===== src/rtl/dcache_direct.sv =====
// Direct-mapped, write-through, no-write-allocate data cache between the CPU load/store
// path and a slow backing memory. Read hits finish in the request cycle; misses and stores stall.
module dcache_direct #(
   parameter int DATA_WIDTH  = 32,
   parameter int ADDR_WIDTH  = 32,
   parameter int INDEX_WIDTH = 4,
   parameter int CNT_WIDTH   = 16
) (
   input  logic                  clk,
   input  logic                  rst,
   input  logic [ADDR_WIDTH-1:0] cpu_addr,
   input  logic                  cpu_re,
   input  logic                  cpu_we,
   input  logic [DATA_WIDTH-1:0] cpu_wdata,
   output logic [DATA_WIDTH-1:0] cpu_rdata,
   output logic                  stall,
   output logic                  mem_req,
   output logic                  mem_we,
   output logic [ADDR_WIDTH-1:0] mem_addr,
   output logic [DATA_WIDTH-1:0] mem_wdata,
   input  logic [DATA_WIDTH-1:0] mem_rdata,
   input  logic                  mem_ack,
   output logic [CNT_WIDTH-1:0]  miss_count
);

   localparam int LINES     = 2 ** INDEX_WIDTH;
   localparam int TAG_WIDTH = ADDR_WIDTH - INDEX_WIDTH - 2;

   typedef enum logic [1:0] {
      IDLE,
      FILL,
      WRITE
   } state_e;

   state_e                  state_q, state_d;
   logic [LINES-1:0]        valid_q, valid_d;
   logic [TAG_WIDTH-1:0]    tag_q  [LINES];
   logic [TAG_WIDTH-1:0]    tag_d  [LINES];
   logic [DATA_WIDTH-1:0]   data_q [LINES];
   logic [DATA_WIDTH-1:0]   data_d [LINES];
   logic [ADDR_WIDTH-3:0]   addr_q, addr_d;      // latched word address
   logic [DATA_WIDTH-1:0]   wdata_q, wdata_d;
   logic [CNT_WIDTH-1:0]    miss_count_q, miss_count_d;
   logic                    done_q, done_d;

   logic [INDEX_WIDTH-1:0]  cpu_index, lat_index;
   logic [TAG_WIDTH-1:0]    cpu_tag, lat_tag;
   logic                    cpu_hit, lat_hit;
   logic                    unused_addr_bits;

   assign cpu_index = cpu_addr[INDEX_WIDTH+1:2];
   assign cpu_tag   = cpu_addr[ADDR_WIDTH-1:INDEX_WIDTH+2];
   assign lat_index = addr_q[INDEX_WIDTH-1:0];
   assign lat_tag   = addr_q[ADDR_WIDTH-3:INDEX_WIDTH];

   assign cpu_hit = valid_q[cpu_index] && (tag_q[cpu_index] == cpu_tag);
   assign lat_hit = valid_q[lat_index] && (tag_q[lat_index] == lat_tag);

   // Byte-offset bits are meaningless for word-only accesses.
   assign unused_addr_bits = ^cpu_addr[1:0];

   assign miss_count = miss_count_q;

   // NOTE: every variable gets a default before the case so no latch can be inferred.
   always_comb begin
      state_d      = state_q;
      valid_d      = valid_q;
      tag_d        = tag_q;
      data_d       = data_q;
      addr_d       = addr_q;
      wdata_d      = wdata_q;
      miss_count_d = miss_count_q;
      done_d       = 1'b0;

      stall     = 1'b0;
      cpu_rdata = '0;
      mem_req   = 1'b0;
      mem_we    = 1'b0;
      mem_addr  = '0;
      mem_wdata = '0;

      unique case (state_q)
         IDLE: begin
            // The cycle right after a store completes is the CPU's commit cycle, not a new store.
            if (cpu_we && !done_q) begin
               stall   = 1'b1;
               addr_d  = cpu_addr[ADDR_WIDTH-1:2];
               wdata_d = cpu_wdata;
               state_d = WRITE;
            end else if (cpu_re && !cpu_we) begin
               if (cpu_hit) begin
                  cpu_rdata = data_q[cpu_index];
               end else begin
                  stall   = 1'b1;
                  addr_d  = cpu_addr[ADDR_WIDTH-1:2];
                  state_d = FILL;
                  if (miss_count_q != '1) begin
                     miss_count_d = miss_count_q + CNT_WIDTH'(1);
                  end
               end
            end
         end

         FILL: begin
            stall    = 1'b1;
            mem_req  = 1'b1;
            mem_addr = {addr_q, 2'b00};
            if (mem_ack) begin
               valid_d[lat_index] = 1'b1;
               tag_d[lat_index]   = lat_tag;
               data_d[lat_index]  = mem_rdata;
               state_d            = IDLE;
            end
         end

         WRITE: begin
            stall     = 1'b1;
            mem_req   = 1'b1;
            mem_we    = 1'b1;
            mem_addr  = {addr_q, 2'b00};
            mem_wdata = wdata_q;
            if (mem_ack) begin
               if (lat_hit) begin
                  data_d[lat_index] = wdata_q;
               end
               done_d  = 1'b1;
               state_d = IDLE;
            end
         end

         default: state_d = IDLE;
      endcase
   end

   // NOTE: sequential state uses non-blocking assignments only.
   always_ff @(posedge clk) begin
      if (rst) begin
         state_q      <= IDLE;
         valid_q      <= '0;
         miss_count_q <= '0;
         done_q       <= 1'b0;
      end else begin
         state_q      <= state_d;
         valid_q      <= valid_d;
         miss_count_q <= miss_count_d;
         done_q       <= done_d;
      end
   end

   // NOTE: tag/data storage and the request latches are deliberately not reset; the valid
   // bits and the FSM state make their contents irrelevant until they are written.
   always_ff @(posedge clk) begin
      if (!rst) begin
         tag_q   <= tag_d;
         data_q  <= data_d;
         addr_q  <= addr_d;
         wdata_q <= wdata_d;
      end
   end

endmodule


===== config.mk =====
export PLATFORM = sky130hd
export DESIGN_NAME = dcache_direct
export DESIGN_NICKNAME = d
export VERILOG_FILES = /design/src/rtl/dcache_direct.sv
export SDC_FILE = /design/constraint.sdc
export NUM_CORES = 1
export LEC_CHECK = 0
export ABC_AREA = 1
export CAP_MARGIN = 15
export CELL_PAD_IN_SITES_DETAIL_PLACEMENT = 1
export CELL_PAD_IN_SITES_GLOBAL_PLACEMENT = 1
export CORE_MARGIN = 3
export CORE_UTILIZATION = 52
export DETAILED_ROUTE_END_ITERATION = 10
export PLACE_DENSITY_LB_ADDON = 0.1
export RECOVER_POWER = 50
export SYNTH_ARGS = -nofsm -noshare
export SYNTH_HDL_FRONTEND = slang
export SYNTH_SLANG_ARGS = --single-unit

===== constraint.sdc =====
create_clock -name clk -period 12.8 [get_ports clk]
set_input_delay 3.84 -clock clk [delete_from_list [all_inputs] [get_ports clk]]
set_output_delay 3.84 -clock clk [all_outputs]
set_load 0.005 [all_outputs]

# == Yosys cells after proc, flatten, opt, wreduce, memory -nomap -nowiden ==
# Index checks and enable logic that the tools add are counted.
# op_classes
magnitude_cmp,6
n_eq_ne,12
bitwise,7
n_mux,47
reduce_logical,20
n_addsub,1
# op_table
op,count
two-way mux 512 bit,3
bitwise mux 512 bit,2
one-hot mux 512 bit (2 select lines),1
bitwise mux 416 bit,1
two-way mux 32 bit,9
binary-select mux 26 bit (select 4 bit),2
two-way mux 26 bit,5
binary-select mux 32 bit (select 4 bit),1
demux 32 bit (select 4 bit),1
demux 26 bit (select 4 bit),1
two-way mux 30 bit,3
equality test 26 bit,2
adder 16 x 1 -> 16 bit (second input constant),1
inequality test 16 bit (second input constant),1
bitwise OR 16 bit,1
greater-or-equal comparator 5 bit (second input constant),2
less-than comparator 4 x 5 -> 1 bit (second input constant),2
inverter 4 -> 5 bit,2
AND reduction 5 bit,2
two-way mux 1 bit,9
AND reduction 3 bit,3
binary-select mux 1 bit (select 4 bit),2
two-way mux 2 bit,4
logical AND 1 bit,6
other kinds (17),27
# totals
output_inout_bits,115
word_cells,131
regBits,1025
input_bits,101

# == Depth between registers and ports, before layout ==
# logic_depth
depth_word,10
ltp_mapped,21
mapped_depth_nobuf,19

# == Least setup slack after synthesis ==
# OpenSTA, ideal clock, no wires.
# synth_timing
path_kind,input-to-output
startpoint,input port cpu_addr[2]
endpoint,output port cpu_rdata[3]
slack_ps,3348
n_path_buf,5
t_required_ps,8960
arrival_ps,5612
stages,12
path_cell_list,buf_4 inv_4 buf_2 buf_2 clkbuf_1 clkbuf_1 nand2_1 a221oi_1 a31oi_1 nand2_1 o31ai_1 nor2_1
# synth_between
elab_chain_cells,10
elab_cells_between_ends,15
cone_classes,1 x eq/ne; 12 x mux; 1 x bitwise; 1 x reduce/logical
# synth_lines
element,line_no,rtl
"start, declared",11,"input logic [ADDR_WIDTH-1:0] cpu_addr,"
inverter 4 -> 5 bit (implied by the code),"56, 92",
binary-select mux 26 bit (select 4 bit),56,assign cpu_hit = valid_q[cpu_index] && (tag_q[cpu_index] == cpu_tag);
two-way mux 26 bit (implied by the code) (2 in a row),56,
equality test 26 bit,56,
logical AND 1 bit,56,
two-way mux 32 bit *,91,if (cpu_hit) begin
two-way mux 32 bit *,90,end else if (cpu_re && !cpu_we) begin
two-way mux 32 bit *,85,if (cpu_we && !done_q) begin
two-way mux 32 bit *,82,unique case (state_q)
"end, declared",15,"output logic [DATA_WIDTH-1:0] cpu_rdata,"
# Every way passes the cells marked *; elsewhere a longest branch is shown, timed or not. The select of a mux whose other input is x is not followed.

# == Worst setup path after layout ==
# layout_timing
startpoint,input port cpu_addr[4]
endpoint,output port cpu_rdata[22]
# Same word-level chain as after synthesis.

==> results.txt <==
total die area = 96400 um2
Hold Path Class = reg2reg
TritonRoute pass-1 iters = 5
sequential share of power = 49.1%
# IOs = 216
met1 Use GR = 47.9%
grt peak-use layer = met2
largest net degree at the start of global routing = 183
CP max stage cell = clkbuf_1
multi-input logic area = 15200 um2
Detail Route Antenna Nets = 0
relative slew slack = -87.9%
GR Layer Usage met3 = 6.86%
vias in the first global route = 41.5k
final worst path period need = 12.35 ns
# DRC = 0
Vias = 40.2k
CP cell instances = buf_4 -> clkbuf_1 -> nand3_1 -> nand3_1 -> nand2_1 -> nand2_1 -> nand4_1 -> nor4_1 -> nand4_1 -> buf_4 -> nor2_1 -> clkdlybuf4s50_1
cells after synthesis = 4927
1st-iter DRT viols = 4692
power share of the clock group = 40.3%
starting density of the core = 52.5%
Setup CP Type = in2out
Pleak = 20.4 nW
Worst-Skew Late Latency = 0.70 ns
status = finished, violations left
FMAX = 0.0810 GHz
routing usage on met2 = 58.9%
PortBufs = 211
setup ws final = 0.451 ns
Core ar. = 91800 um2
cts repair resizes = 0
cell family with most CP delay = buffers and inverters
VDD IR max = 109 uV
total wire length = 175000 um
WP data arrival = 8.51 ns
Synth cell types = 41
clk root buf = clkbuf_16
Pint = 0.00563 W
Crit. End Element = output port
mean number of vias per cell = 6.33
Sw Share = 25.8%
share of post-route cells with drive strength above 1 = 6.55%
register area share after synthesis = 63.1%
post-synthesis cell area = 48200 um2
Crit path largest cell delay = 1.38 ns
failing checks = capacitance limit, slew limit
register area = 30400 um2
post-placement setup slack = 0.968 ns
Num CTS Buffers = 108
clock skew = 0.0190 ns
worst-path maximum fanout = 32
Layout area overhead = 13.8%
fillcell total = 10.0k
CP Buf/Inv Count = 4
Die W = 310 um
Net Switching = 0.00196 W
PD cells = 138 nW/um2
global-route wire length before repair = 257000 um
RSZ-0062 raised after global routing = no
Gate power share = 10.6%
Placement Rows = 111
Worst-Margin Slew = 2.82 ns
CTS H-Tree Depth = 3
Final Setup Violations = 0
Post-CTS Setup Repair Bufs = 0
clk sinks = 1025
wire per inst = 27.7 um
final hold viol count = 0
Placer Congestion = 0.805
setup TNS after final layout = 0 ns
fin nets = 5122
Max clock buf depth = 3
max-slew violation count = 159
chip height = 310 um
initial antenna violation count = 4
Avg Inst Size Synth = 9.78 um2
Max-Cap Viols = 6
grt total ovfl = 0
Seq cells post-synth = 1025
Global Route Usage Sum = 35.9%
CTS tree = done
warnings from Yosys = 0
Clock transition at path regs = 0.06 ns
Inserted Diodes = 0
Hold Buf Count CTS = 0
Crit path required time = 8.96 ns
Setup crit start kind = primary input
fin crit share = 96.5%
hpwl dp = 98100 um
## tightest hold or removal path, cell delays in order (launching register included)
cell and delay [ns]:
dfxtp_1 0.33, nand2_1 0.07, a21oi_1 0.05
## routing by layer
metal	part of all wire, %	up-vias
met5	0.021	-
li1	-	17101
met3	10	411
met4	3.4	6
met1	39	20356
met2	48	2290
## cell usage in the layout, fill, tap and decap left out, types with 3 or more instances in the layout
master,Yosys,layout
buf_12,0,7
xnor2_1,3,3
o21ai_1,11,11
xor2_1,12,12
ha_1,5,4
o21bai_1,8,8
dfxtp_1,35,35
inv_1,319,319
clkinv_2,0,19
nand3b_1,3,3
clkinv_8,0,4
nor2_4,0,36
o21ai_0,80,80
a221oi_1,79,79
bufinv_16,0,7
nand2_1,1290,1275
nand2_2,1,16
clkbuf_1,222,56
clkdlybuf4s50_1,0,110
o31ai_1,33,33
clkbuf_8,0,3
a22oi_1,216,216
a21oi_1,260,260
o22ai_1,16,16
nor4_1,5,5
clkbuf_16,0,110
buf_4,26,87
nor2_1,712,689
dlygate4sd3_1,0,97
a32oi_1,17,17
or2_2,33,33
nand3_1,331,331
a31oi_1,15,15
o211ai_1,22,22
nand4_1,32,32
nor3_1,11,10
edfxtp_1,990,990
clkinv_1,5,33
## cell usage after synthesis, drive strengths merged
cell type / number / share of area [%]
o2111ai: 1 / 0.018
conb: 1 / 0.0078
nor4: 5 / 0.065
o21ai: 91 / 0.95
nand3b: 3 / 0.047
a21oi: 260 / 2.7
o211ai: 22 / 0.34
inv: 323 / 2.5
nand4: 32 / 0.42
a21o: 1 / 0.016
dfxtp: 35 / 1.5
a221oi: 79 / 1.4
clkinv: 5 / 0.039
clkbuf: 224 / 1.8
nand2: 1291 / 10
a22oi: 216 / 3.4
o31ai: 33 / 0.51
a211oi: 1 / 0.016
edfxtp: 990 / 62
o21bai: 8 / 0.12
a31oi: 15 / 0.19
buf: 137 / 1.6
nor3: 11 / 0.11
ha: 5 / 0.13
o22ai: 16 / 0.21
nand3: 332 / 3.5
xor2: 12 / 0.22
a32oi: 17 / 0.31
nor2: 725 / 5.7
xnor2: 3 / 0.055
or2: 33 / 0.43
## logic make-up after synthesis
| group | Yosys count | share of synthesized area (%) |
|---|---|---|
| simple gates | 2432 | 20.3 |
| flops | 1025 | 63.1 |
| other cells | 1 | 0.00778 |
| compound gates | 760 | 10.2 |
| fa+ha+maj | 5 | 0.130 |
| xor+xnor | 15 | 0.273 |
| buf+inv | 689 | 5.94 |
## metrics by stage
stage	instance area [um2]	cells	hold slack [ns]	power, W	utilization, %
2_1_floorplan	48200	4928	0.473	0.00424	-
3_3_place_gp	51600	6145	0.481	0.00456	56.2
3_5_place_dp	51600	6146	0.494	0.00459	56.2
4_1_cts	55000	6340	0.505	0.00760	59.9
5_1_grt	54800	6343	0.528	0.00780	59.7
6_report	54800	6343	0.503	0.00759	59.7
## sequential cells by signal, indices dropped and copies added, names as in the netlist
register	cells
data_q	512
state_q	2
addr_q	30
done_q	1
miss_count	16
valid_q	16
wdata_q	32
tag_q	416
## worst paths after layout
check                           slack [ns]  cells after the start             end            from
worst max-delay path                  0.45                     12   cpu_rdata[22]     cpu_addr[4]
worst min-delay path                  0.50                      2  miss_count[13]  miss_count[13]
worst max register to register        6.82                     19     data_q[154]       addr_q[1]
worst min register to register        0.50                      2  miss_count[13]  miss_count[13]
## final cells by class
type | instances | area share, %
Multi-Input combinational cell | 3214 | 27.7
Tap cell | 1243 | 2.84
Sequential cell | 1025 | 55.5
Timing Repair Buffer | 339 | 5.53
Clock inverter | 61 | 0.888
Clock buffer | 133 | 5.22
Inverter | 328 | 2.32
## power by group through the flow
| stage | clock network [W] | registers (W) | logic (W) |
|---|---|---|---|
| final | 0.00306 | 0.00373 | 0.000803 |
| after global routing | 0.00321 | 0.00373 | 0.000858 |
| after CTS | 0.00308 | 0.00373 | 0.000801 |
| after detailed placement | 0 | 0.00380 | 0.000792 |
| after global placement | 0 | 0.00379 | 0.000768 |
| after floorplan | 0 | 0.00378 | 0.000455 |
Power figures use the tool's default switching activity.
